--- src/rtl/tpum_pkg.sv ---
// rtl/tpum_pkg.sv - shared states, op codes and XBOX geometry for the TPUM sequencer
package tpum_pkg;

  localparam int XBOX_AW = 14;
  localparam int XBOX_DW = 1024;

  typedef enum logic [6:0] {
    S_IDLE  = 7'b000_0001,
    S_LD_R1 = 7'b000_0010,
    S_LD_R2 = 7'b000_0100,
    S_EXEC  = 7'b000_1000,
    S_ST_RA = 7'b001_0000,
    S_NEXT  = 7'b010_0000,
    S_DONE  = 7'b100_0000
  } state_t;

  typedef enum logic [2:0] {
    OP_GEMN = 3'b001,
    OP_BNN  = 3'b010,
    OP_PUM  = 3'b100
  } op_t;

  function automatic logic op_is_valid(input logic [2:0] op);
    return (op == OP_GEMN) || (op == OP_BNN) || (op == OP_PUM);
  endfunction

endpackage

--- src/rtl/tpum_xbox_sequencer_if.sv ---
// rtl/tpum_xbox_sequencer_if.sv - XBOX row request/ack port plus R1/R2 capture strobes
interface tpum_xbox_sequencer_if
  import tpum_pkg::*;
#(
  parameter int AW = XBOX_AW
);
  logic          pum_rd_from_xbox;
  logic          pum_wr_to_xbox;
  logic [AW-1:0] pum_xbox_addr;
  logic          xbox_ack;
  logic          r1_load;
  logic          r2_load;

  modport master (
    output pum_rd_from_xbox, pum_wr_to_xbox, pum_xbox_addr, r1_load, r2_load,
    input  xbox_ack
  );

  modport slave (
    input  pum_rd_from_xbox, pum_wr_to_xbox, pum_xbox_addr, r1_load, r2_load,
    output xbox_ack
  );
endinterface

--- src/rtl/tpum_seq_addr_gen.sv ---
// rtl/tpum_seq_addr_gen.sv - latched base rows and row counter; row address for the current state
module tpum_seq_addr_gen
  import tpum_pkg::*;
#(
  parameter int AW    = XBOX_AW,
  parameter int ROW_W = 16
) (
  input  logic             clk,
  input  logic             rst_n,
  input  logic             load,
  input  logic [AW-1:0]    base_a,
  input  logic [AW-1:0]    base_b,
  input  logic [AW-1:0]    base_c,
  input  logic             row_inc,
  input  state_t           state,
  output logic [ROW_W-1:0] row,
  output logic [AW-1:0]    addr
);
  logic [AW-1:0]    base_a_q, base_b_q, base_c_q;
  logic [ROW_W-1:0] row_q;
  logic [AW-1:0]    row_aw;

  always_ff @(posedge clk or negedge rst_n) begin
    if (!rst_n) begin
      base_a_q <= '0;
      base_b_q <= '0;
      base_c_q <= '0;
      row_q    <= '0;
    end else if (load) begin
      base_a_q <= base_a;
      base_b_q <= base_b;
      base_c_q <= base_c;
      row_q    <= '0;
    end else if (row_inc) begin
      row_q <= row_q + 1'b1;
    end
  end

  // Row offset is truncated to AW so base+row wraps modulo the XBOX depth.
  assign row_aw = AW'(row_q);
  assign row    = row_q;

  always_comb begin
    addr = '0;
    unique case (state)
      S_LD_R1: addr = base_a_q + row_aw;
      S_LD_R2: addr = base_b_q + row_aw;
      S_ST_RA: addr = base_c_q + row_aw;
      default: addr = '0;
    endcase
  end
endmodule

--- src/rtl/tpum_xbox_sequencer.sv ---
// rtl/tpum_xbox_sequencer.sv - per-row R1/R2 load, compute launch and RA store for one TPUM job
// Optional busy-cycle counter: TPUM_SEQ_PERF_CNT_EN
module tpum_xbox_sequencer
  import tpum_pkg::*;
#(
  parameter int AW    = XBOX_AW,
  parameter int ROW_W = 16
) (
  input  logic                          clk,
  input  logic                          rst_n,
  input  logic                          cfg_start,
  input  logic [2:0]                    cfg_op,
  input  logic [ROW_W-1:0]              cfg_dim_a,
  input  logic [AW-1:0]                 cfg_base_a,
  input  logic [AW-1:0]                 cfg_base_b,
  input  logic [AW-1:0]                 cfg_base_c,
  tpum_xbox_sequencer_if.master         xbox,
  output logic                          exec_go,
  input  logic                          exec_done,
  output logic                          busy,
  output logic                          done,
  output logic                          err,
  output logic [31:0]                   perf_cycles
);
  state_t           state, next_state;
  logic             rd_q, wr_q, exec_go_q, done_q, err_q;
  logic             rd_d, wr_d, exec_go_d, done_d;
  logic [2:0]       op_q;
  logic [ROW_W-1:0] dim_q, row, row_next;
  logic             start_acc, rd_ack, wr_ack;

  assign start_acc = cfg_start && (state == S_IDLE);
  assign rd_ack    = rd_q && xbox.xbox_ack;
  assign wr_ack    = wr_q && xbox.xbox_ack;
  assign row_next  = row + 1'b1;

  tpum_seq_addr_gen #(.AW(AW), .ROW_W(ROW_W)) u_addr_gen (
    .clk     (clk),
    .rst_n   (rst_n),
    .load    (start_acc),
    .base_a  (cfg_base_a),
    .base_b  (cfg_base_b),
    .base_c  (cfg_base_c),
    .row_inc (state == S_NEXT),
    .state   (state),
    .row     (row),
    .addr    (xbox.pum_xbox_addr)
  );

  always_ff @(posedge clk or negedge rst_n) begin
    if (!rst_n) state <= S_IDLE;
    else        state <= next_state;
  end

  always_comb begin
    next_state = state;
    unique case (state)
      S_IDLE: begin
        if (cfg_start) begin
          if (!op_is_valid(cfg_op) || (cfg_dim_a == '0)) next_state = S_DONE;
          else                                            next_state = S_LD_R1;
        end
      end
      S_LD_R1: if (rd_ack) next_state = (op_q == OP_BNN) ? S_EXEC : S_LD_R2;
      S_LD_R2: if (rd_ack) next_state = S_EXEC;
      S_EXEC:  if (exec_done) next_state = S_ST_RA;
      S_ST_RA: if (wr_ack) next_state = S_NEXT;
      S_NEXT:  next_state = (row_next == dim_q) ? S_DONE : S_LD_R1;
      S_DONE:  next_state = S_IDLE;
      default: next_state = S_IDLE;
    endcase
  end

  // Requests rise one cycle after state entry and drop on the edge that takes the ack.
  always_comb begin
    rd_d      = 1'b0;
    wr_d      = 1'b0;
    exec_go_d = 1'b0;
    done_d    = 1'b0;
    rd_d      = ((state == S_LD_R1) || (state == S_LD_R2)) && (next_state == state);
    wr_d      = (state == S_ST_RA) && (next_state == state);
    exec_go_d = (next_state == S_EXEC) && (state != S_EXEC);
    done_d    = (state == S_DONE);
  end

  always_ff @(posedge clk or negedge rst_n) begin
    if (!rst_n) begin
      rd_q      <= 1'b0;
      wr_q      <= 1'b0;
      exec_go_q <= 1'b0;
      done_q    <= 1'b0;
      err_q     <= 1'b0;
      op_q      <= '0;
      dim_q     <= '0;
    end else begin
      rd_q      <= rd_d;
      wr_q      <= wr_d;
      exec_go_q <= exec_go_d;
      done_q    <= done_d;
      if (start_acc) begin
        op_q  <= cfg_op;
        dim_q <= cfg_dim_a;
        err_q <= !op_is_valid(cfg_op);
      end
    end
  end

  assign xbox.pum_rd_from_xbox = rd_q;
  assign xbox.pum_wr_to_xbox   = wr_q;
  assign xbox.r1_load          = (state == S_LD_R1) && rd_ack;
  assign xbox.r2_load          = (state == S_LD_R2) && rd_ack;
  assign exec_go               = exec_go_q;
  assign done                  = done_q;
  assign err                   = err_q;
  assign busy                  = (state != S_IDLE);

`ifdef TPUM_SEQ_PERF_CNT_EN
  logic [31:0] perf_q;

  always_ff @(posedge clk or negedge rst_n) begin
    if (!rst_n)                                perf_q <= '0;
    else if (start_acc)                        perf_q <= '0;
    else if (busy && (perf_q != 32'hFFFF_FFFF)) perf_q <= perf_q + 32'd1;
  end

  assign perf_cycles = perf_q;
`else
  assign perf_cycles = 32'd0;
`endif
endmodule

--- src/flat_wrapper.sv ---
// flat-port wrapper written by rule: the top's interface ports become plain ports
module tpum_xbox_sequencer_flat import tpum_pkg::*;
#(
  parameter int AW    = XBOX_AW,
  parameter int ROW_W = 16
)
  (clk, rst_n, cfg_start, cfg_op, cfg_dim_a, cfg_base_a, cfg_base_b, cfg_base_c, exec_go, exec_done, busy, done, err, perf_cycles, xbox_pum_rd_from_xbox, xbox_pum_wr_to_xbox, xbox_pum_xbox_addr, xbox_r1_load, xbox_r2_load, xbox_xbox_ack);
  tpum_xbox_sequencer_if #(.AW(AW)) xbox_i ();
  input  logic clk;
  input  logic rst_n;
  input  logic cfg_start;
  input  logic [2:0] cfg_op;
  input  logic [ROW_W-1:0] cfg_dim_a;
  input  logic [AW-1:0] cfg_base_a;
  input  logic [AW-1:0] cfg_base_b;
  input  logic [AW-1:0] cfg_base_c;
  output logic exec_go;
  input  logic exec_done;
  output logic busy;
  output logic done;
  output logic err;
  output logic [31:0] perf_cycles;
  output wire logic [$bits(xbox_i.pum_rd_from_xbox)-1:0] xbox_pum_rd_from_xbox;
  output wire logic [$bits(xbox_i.pum_wr_to_xbox)-1:0] xbox_pum_wr_to_xbox;
  output wire logic [$bits(xbox_i.pum_xbox_addr)-1:0] xbox_pum_xbox_addr;
  output wire logic [$bits(xbox_i.r1_load)-1:0] xbox_r1_load;
  output wire logic [$bits(xbox_i.r2_load)-1:0] xbox_r2_load;
  input wire logic [$bits(xbox_i.xbox_ack)-1:0] xbox_xbox_ack;
  assign xbox_pum_rd_from_xbox = xbox_i.pum_rd_from_xbox;
  assign xbox_pum_wr_to_xbox = xbox_i.pum_wr_to_xbox;
  assign xbox_pum_xbox_addr = xbox_i.pum_xbox_addr;
  assign xbox_r1_load = xbox_i.r1_load;
  assign xbox_r2_load = xbox_i.r2_load;
  assign xbox_i.xbox_ack = xbox_xbox_ack;
  tpum_xbox_sequencer #(.AW(AW), .ROW_W(ROW_W)) u_core (.clk(clk), .rst_n(rst_n), .cfg_start(cfg_start), .cfg_op(cfg_op), .cfg_dim_a(cfg_dim_a), .cfg_base_a(cfg_base_a), .cfg_base_b(cfg_base_b), .cfg_base_c(cfg_base_c), .xbox(xbox_i), .exec_go(exec_go), .exec_done(exec_done), .busy(busy), .done(done), .err(err), .perf_cycles(perf_cycles));
endmodule
--- config.mk ---
export PLATFORM = sky130hd
export DESIGN_NAME = tpum_xbox_sequencer_flat
export DESIGN_NICKNAME = d
export VERILOG_FILES = /design/src/rtl/tpum_pkg.sv /design/src/rtl/tpum_xbox_sequencer_if.sv /design/src/rtl/tpum_seq_addr_gen.sv /design/src/rtl/tpum_xbox_sequencer.sv /design/src/flat_wrapper.sv
export SDC_FILE = /design/constraint.sdc
export NUM_CORES = 1
export LEC_CHECK = 0
export ABC_AREA = 1
export CAP_MARGIN = 10
export CELL_PAD_IN_SITES_DETAIL_PLACEMENT = 1
export CELL_PAD_IN_SITES_GLOBAL_PLACEMENT = 2
export CORE_ASPECT_RATIO = 0.7
export CORE_MARGIN = 2
export CORE_UTILIZATION = 32
export DETAILED_ROUTE_END_ITERATION = 6
export MAX_ROUTING_LAYER = met4
export PLACE_DENSITY_LB_ADDON = 0.08
export SETUP_SLACK_MARGIN = 0.15
export SLEW_MARGIN = 20
export SYNTH_ARGS = -nofsm -noshare
export SYNTH_HDL_FRONTEND = slang
export SYNTH_SLANG_ARGS = --single-unit
--- constraint.sdc ---
create_clock -name clk -period 6.9 [get_ports clk]
set_clock_uncertainty 0.2 [all_clocks]
set_input_delay 1.725 -clock clk [delete_from_list [all_inputs] [get_ports clk]]
set_output_delay 1.725 -clock clk [all_outputs]
set_load 0.005 [all_outputs]
---- Yosys cells after proc, flatten, opt, wreduce, memory -nomap -nowiden ----
Index checks and enable logic that the tools add are counted.
word-level totals
  flip-flop bits (word level) ............. 89
  input bits .............................. 66
  logic and storage cells ................. 59
operators by class
  $add $sub $neg .......................... 4
  equal/unequal tests ..................... 16
  muxes and demuxes ....................... 12
  reductions and logical operators ........ 15
operators by type and width
  operator               number
  $mux 7                 7
  $add 14x14->14         3
  $pmux 14 s3            1
  $pmux 7 s6             1
  $mux 16                2
  $add 16x1->16 const B  1
  $eq 16x16->1           1
  $logic_not 16->1       1
  $eq 7x4->1 const B     2
  $logic_and 1x1->1      8
  $eq 7x1->1 const B     1
  $eq 7x2->1 const B     1
  $eq 7x3->1 const B     1
  $eq 7x5->1 const B     1
  $eq 7x6->1 const B     1
  $eq 7x7->1             1
  $eq 7x7->1 const B     1
  $ne 7x1->1 const B     1
  $ne 7x4->1 const B     1
  $eq 3x2->1 const B     2
  $logic_or 1x1->1       4
  $mux 4                 1
  $eq 3x1->1 const B     1
  $eq 3x3->1 const B     1
  2 further kinds        2

---- Longest topological paths before layout ----
Gate-level depths: netlist of the first run.
  word-level depth ........................ 10
  mapped depth ............................ 19
  mapped depth without buffers ............ 19

---- Hierarchy ----
From an unflattened synthesis of the first run, not the netlist that was laid out.
unflattened totals
  cells, all modules ...................... 823
  area total of the unflattened synthesis .. 5,825.6 sq um
by module, submodules not included
  module               instances  cells each  area an instance (sq um)  seq. area each (sq um)
  tpum_seq_addr_gen    1          473         3,474.6                   1,451.4
  tpum_xbox_sequencer  1          350         2,351.0                   777.0

---- Worst setup path after synthesis of the first run ----
Ideal clock, no wire load.
  path kind ............................... reg2out
  from .................................... register u_core.state[1]
  to ...................................... output port xbox_pum_xbox_addr[10]
  data arrival time ....................... 2.681 ns
  required time ........................... 4.975 ns
  setup slack ............................. 2.294 ns
  stages on the path, launching flop included .. 20
  path buffers ............................ 1
  cell sequence ........................... dfrtp_1 -> nor2_1 -> inv_1 -> nor2_1 -> nand2_1 -> inv_2 -> clkbuf_1 -> nand2_1 -> nand3_1 -> ha_1 -> inv_1 -> fa_1 -> inv_1 -> nand3_1 -> nand2_1 -> nand2_1 -> nand3_1 -> a31oi_1 -> xor2_1 -> nor2_1
between the ends
  word-level cells in the longest chain between the ends .. 2
RTL lines
  item                                line                       source
  from (decl)                         tpum_xbox_sequencer.sv:25  state_t state, next_state;
  from (signal assigned)              tpum_xbox_sequencer.sv:52  else state <= next_state;
  $eq 7x5->1 (tied with other cells)  tpum_seq_addr_gen.sv:45    unique case (state)
  $pmux 14 s3 *                       tpum_seq_addr_gen.sv:45
  to (decl)                           flat_wrapper.sv:25         output wire logic [$bits(xbox_i.pum_xbox_addr)-1:0] xbox_pum_xbox_addr;
Mark *: on every way between the ends. The rest lies on a longest branch, timed or not.

---- Final worst setup path of the first run ----
  from .................................... register u_core.state[0]
  to ...................................... output port xbox_pum_xbox_addr[10]
Same word-level chain as after synthesis.

==> results.cfg, run 1 <==
[grt]
grt_max_degree = 54
antenna_found_initial = 0
grt_first_pass_wirelength_um = 28000
grtUsageMet2 = 0.295
use_met1 = 0.278
top_usage_layer = met2
track_usage = 0.196
gr-total-overflow = 0
grt_pass1_vias = 5384
grt_util_met3 = 0.0330

[clock_tree]
post_cts_buffers = 0
hold_buffers = 0
cts_tree = built
cts-resized-gates = 0
path_clk_slew_ns = 0.07
clk_latency_ns = 0.35
cts_buffers = 9
cts_sinks = 89
htree_levels = 3
clock_tree.buffer_depth = 2
root_buffer = clkbuf_16

[drt]
via_count = 5015
drtIter0Drc = 226
wl_per_cell_um = 16.3
finalWirelength_um = 17200
firstDrtPassIters = 4
ant_nets = 0
drc = 0
vias_per_cell = 4.77

[worst_setup_path]
crit_slowest_cell = dfstp_2
r2r_setup_slack_ns = 3.55
path_buf_inv = 5
crit_fanout = 15
cp.required_ns = 4.97
critical_path_class = reg2out
arrival_ns = 4.04
reg2regPathDepth = 8
max_stage_delay_ns = 0.54
end_kind = output pin
cp_cell_sequence = nor2_1 > inv_1 > nor2_1 > nand2_1 > inv_2 > nor2_4 > nand2_1 > nand3_1 > ha_1 > inv_1 > fa_1 > inv_1 > nand3_1 > nand2_1 > nand2_1 > nand3_1 > a31oi_1 > xor2_1 > nor2_1 > clkdlybuf4s50_1
path_common_cell = nand2_1
worst_setup_path_start_kind = register
path_delay_family = simple AND/OR/NAND/NOR gates
r2r-end = u_core.u_addr_gen.row[13]
r2r_start = u_core.state[1]

[timing]
fin_crit_sh = 0.865
hold_viol_final = 0
fin_ws_ns = 0.934
maxSlewViolCount = 0
fin_setup_tns_ns = 0
max_freq_mhz = 168
worst_slew_pin_slew_ns = 0.933
setup_viol = 0
rsz0062_at_grt = no
max_slew_margin = 0.373
fin_crit_ns = 5.97

[synth]
ys_seq_area_frac = 0.386
netlist_instances = 724
yosysWarnings = 0
synth_area_leader_cell = dfrtp_1
syn-cell-area_mm2 = 0.00577
ys_ff_latch = 89
synth_area_leaders = dfrtp_1 (38%), nand2_1 (12%), mux2_4 (11%), nand3_1 (7.2%), inv_1 (5.3%)
syn_area_per_cell_um2 = 7.97
ys_types = 39
synth_top_area_frac = 0.382

[power]
p_int_mw = 1.44
swShare = 0.353
seqPwrFrac = 0.377
finalPower_mw = 2.22
p_per_area_mw_per_mm2 = 316
leakage_nw = 3.42
p_switching_mw = 0.783
clock_power_share = 0.237
pwr-share-comb = 0.386
peakVddDrop_v = 0.000112

[worst_hold_path]
hold_end = u_core.op_q[2]
min_path_type = reg2reg
holdPathStages = 2
hp-start = u_core.op_q[2]

[floorplan]
row_count = 41
io_pins = 120
die-area_mm2 = 0.0191
core_area_mm2 = 0.0179
start_util = 0.323
die_h_um = 116
fp.dieW_um = 165

[place]
place.gp.congestion = 0.878
dp_slack_ns = 1.27
place.port_buffers = 87
hpwl_um = 13500
postPlaceCellArea_mm2 = 0.00673

[run]
max-cap-violations = 0

[layout]
nFillCells = 2175
final_util = 0.394
area_delta_synth_final_pct = 22.0
final_area_mm2 = 0.00704
final_layout_size_suffix_gt1_frac = 0.0945
final_nets = 891
antenna_cells = 0

[status]
status = finished clean
## worst register-to-register path: cells and delay by family (launching register included)
kind	cells	cell delay [ns]
buffers and inverters	3	0.66
AND/OR/NAND/NOR	4	1.73
AO/OA/AOI/OAI	1	0.18
flip-flops	1	0.42
## placed cells by master (no fill, tap or decap), types with 2 or more instances in the layout
cell type        instances
a21oi_1                 36
xnor2_1                  2
ha_1                    14
nand4_1                 11
o21ai_0                 23
clkdlybuf4s50_1         86
buf_4                    4
nand3_1                 83
nor4_4                   2
xor2_1                   2
inv_6                    3
nor2_2                   2
nor3_1                   4
dfrtp_1                 88
nor2_4                   2
mux2_2                   2
nand3b_1                 2
inv_2                    3
o22ai_1                  8
or2_2                    2
nand2_1                190
clkbuf_16                9
nor4_1                   7
nor2_1                  61
conb_1                  32
mux2_4                  41
inv_1                   81
## layer usage
metal	part of all wire	vias to the layer above
met5	0	-
met4	0.0078	0
met3	0.035	11
met2	0.43	94
met1	0.53	2439
li1	-	2471
## synth_stat cells, drive strengths merged
cell type,number
nor3,5
nor4,9
xnor2,2
o31ai,1
a21oi,36
a21boi,1
o21a,1
nand2,191
o22ai,8
clkbuf,5
dfrtp,88
mux2,43
nor2,65
nand4,11
nand3,83
fa,1
inv,84
a31oi,1
or2,2
xor2,2
o21ai,23
ha,14
o21bai,1
buf,41
and3,1
nand3b,2
a21o,1
conb,1
dfstp,1
## worst max-delay path by stage
stage / start / to / cells past startpoint
5_1_grt: u_core.state[0] / xbox_pum_xbox_addr[10] / 20
3_3_place_gp: u_core.state[0] / xbox_pum_xbox_addr[10] / 20
4_1_cts: u_core.state[0] / xbox_pum_xbox_addr[10] / 20
6_report: u_core.state[0] / xbox_pum_xbox_addr[10] / 20
3_5_place_dp: u_core.state[0] / xbox_pum_xbox_addr[10] / 20
2_1_floorplan: u_core.state[1] / xbox_pum_xbox_addr[10] / 19
## logic make-up (layout without fill, tap and decap cells)
family          Yosys count  count (layout)  share of synthesized area
simple gates            369             369                      0.281
buf+inv                 130             190                      0.114
flops                    89              89                      0.386
compound gates           73              73                     0.0674
mux                      43              43                      0.111
fa+ha+maj                15              15                     0.0338
xor+xnor                  4               4                    0.00607
other cells               1              32                   0.000650
## registers in the layout, summed over array words and instances, names as in the netlist, 3 cells and up
name / flops
u_core.u_addr_gen.base_b_q: 14
u_core.u_addr_gen.base_a_q: 14
u_core.u_addr_gen.base_c_q: 14
u_core.op_q: 3
u_core.dim_q: 16
u_core.state: 7
u_core.u_addr_gen.row: 16
## power by group through the flow
stage	clock network, mW	logic, mW	registers (mW)
after global placement	0	0.842	0.846
after floorplan	0	0.666	0.803
after CTS	0.542	0.868	0.841
final	0.527	0.857	0.838
after global routing	0.560	0.960	0.865
after detailed placement	0	0.863	0.847
## per-stage QoR
step / hold slack (ns) / std cells
final: 0.286 / 1051
after global routing: 0.336 / 1051
after floorplan: 0.244 / 755
after detailed placement: 0.268 / 1035
after global placement: 0.264 / 1035
after CTS: 0.287 / 1051
## layout make-up
class / count / area [µm²] / share of cell area
Clock buffer: 10 / 239 / 0.0339
Clock inverter: 6 / 72.6 / 0.0103
Inverter: 84 / 315 / 0.0448
Multi-Input combinational cell: 536 / 3000 / 0.426
Sequential cell: 89 / 2230 / 0.316
Tap cell: 236 / 295 / 0.0419
Timing Repair Buffer: 90 / 891 / 0.127
(Power assumes the default switching activity.)
==> inputs of run 2 (changes only) <==
--- a/config.mk
+++ b/config.mk
@@ -10,7 +10,7 @@
 export CELL_PAD_IN_SITES_DETAIL_PLACEMENT = 1
 export CELL_PAD_IN_SITES_GLOBAL_PLACEMENT = 2
 export CORE_ASPECT_RATIO = 0.7
-export CORE_MARGIN = 2
+export CORE_MARGIN = 3
 export CORE_UTILIZATION = 32
 export DETAILED_ROUTE_END_ITERATION = 6
 export MAX_ROUTING_LAYER = met4
==> run 2 against run 1 <==
Global-route usage decreased by 0.47 points. Sequential share of layout area increased by 0.056 points. First-iteration DRC count is 2.2% higher. Register-to-register slack better by 0.11 ns. Worst hold slack better by 0.029 ns. Final cell count decreased by 0.38%.
==> results.cfg, run 2 (synthesis gave the netlist of run 1 again) <==
[status]
status = finished clean

[place]
place.port_buffers = 87
place.gp.congestion = 0.899
hpwl_um = 14100

[timing]
max_slew_margin = 0.400
max_freq_mhz = 166
worst_slew_pin_slew_ns = 0.892
maxSlewViolCount = 0
fin_crit_sh = 0.875
fin_setup_tns_ns = 0
rsz0062_at_grt = no
setup_viol = 0
fin_crit_ns = 6.04
hold_viol_final = 0

[drt]
drc = 0
firstDrtPassIters = 4
vias_per_cell = 4.83
drtIter0Drc = 231
finalWirelength_um = 17600
ant_nets = 0
via_count = 5058
wl_per_cell_um = 16.8

[worst_setup_path]
reg2regPathDepth = 8
worst_setup_path_start_kind = register
arrival_ns = 4.11
end_kind = output pin
cp.required_ns = 4.97
critical_path_class = reg2out
crit_fanout = 15

[layout]
final_layout_size_suffix_gt1_frac = 0.0944
nFillCells = 2115
final_nets = 892
multi_input_area_mm2 = 0.00300
layout_commonest_cell = nand2_1
layout_common_cells = nand2_1 (190), dfrtp_1 (88), clkdlybuf4s50_1 (86)
area_delta_synth_final_pct = 21.8
antenna_cells = 0
area.sequential_mm2 = 0.00223

[floorplan]
die_h_um = 118
row_count = 40
die-area_mm2 = 0.0197
io_pins = 120
fp.dieW_um = 167
start_util = 0.331
core_area_mm2 = 0.0174

[grt]
track_usage = 0.191
grt_pass1_vias = 5585
grt_first_pass_wirelength_um = 29400
gr-total-overflow = 0
grt_max_degree = 51
antenna_found_initial = 0

[clock_tree]
htree_levels = 3
cts_sinks = 89
cts_buffers = 9
root_buffer = clkbuf_16
cts_tree = built
post_cts_buffers = 0
cts-resized-gates = 0
path_clk_slew_ns = 0.07
clk_latency_ns = 0.35
hold_buffers = 0
clock_tree.buffer_depth = 2

[power]
leakage_nw = 3.42
peakVddDrop_v = 0.000137
p_per_area_mw_per_mm2 = 314
finalPower_mw = 2.21

[worst_hold_path]
holdPathStages = 1
min_path_type = reg2reg

[run]
max-cap-violations = 0
run 2: changes by cell type in the layout (fill, tap and decap cells not counted):
cell / previous run / this run
clkinv_2: 0 / 1
clkbuf_1: 0 / 1
clkbuf_8: 1 / 0
buf_4: 4 / 5
inv_6: 3 / 1
clkinv_4: 1 / 2
run 2: power by group:
| part | switching (mW) | leakage [nW] | internal (mW) | total [mW] |
|---|---|---|---|---|
| Combinational | 0.425 | 2.19 | 0.428 | 0.853 |
| Clock | 0.226 | 0.143 | 0.283 | 0.509 |
| Sequential | 0.130 | 1.09 | 0.716 | 0.846 |
| Total | 0.780 | 3.42 | 1.43 | 2.21 |
run 2: final timing paths:
path                                                from                            end  slack [ns]
max                                      u_core.state[0]         xbox_pum_xbox_addr[10]        0.86
min                        u_core.u_addr_gen.base_b_q[6]  u_core.u_addr_gen.base_b_q[6]        0.32
max reg2reg                              u_core.state[1]      u_core.u_addr_gen.row[14]        3.66
min reg2reg                u_core.u_addr_gen.base_b_q[6]  u_core.u_addr_gen.base_b_q[6]        0.32
max in group asynchronous                          rst_n                u_core.state[3]        4.29
min in group asynchronous                          rst_n  u_core.u_addr_gen.base_a_q[9]        1.17
run 2: cell type report:
cell class | instances | area share
clock inverters | 6 | 0.00979
well taps | 231 | 0.0411
multi-input cells | 536 | 0.427
flip-flops and latches | 89 | 0.317
repair buffers | 91 | 0.128
inverters | 84 | 0.0449
clock buffers | 10 | 0.0326
run 2: worst max-delay path: stages (launching register included):
cell and delay [ns]:
dfstp_2 0.56, nor2_1 0.06, inv_1 0.07, nor2_1 0.06, nand2_1 0.13, inv_2 0.16, nor2_4 0.38, nand2_1 0.09
nand3_1 0.09, ha_1 0.22, inv_1 0.08, fa_1 0.38, inv_1 0.09, nand3_1 0.07, nand2_1 0.18, nand2_1 0.07
nand3_1 0.13, a31oi_1 0.10, xor2_1 0.17, nor2_1 0.13, clkdlybuf4s50_1 0.52
run 2: per-layer routing:
metal,vias to the layer above,wire (µm),track usage
met5,-,0,-
met4,0,157,0.0345
met3,13,593,0.0344
met2,101,7720,0.289
met1,2461,9120,0.271
li1,2483,-,-
run 2: stage by stage:
stage,util,instances,hold WS (ns),worst slack [ns],cell area (µm²)
6_report,0.404,1047,0.315,0.863,7030
5_1_grt,0.404,1047,0.334,0.462,7030
4_1_cts,0.404,1047,0.317,0.833,7030
3_5_place_dp,0.386,1031,0.298,1.22,6730
3_3_place_gp,0.386,1031,0.266,1.39,6730
2_1_floorplan,-,755,0.244,2.29,5890
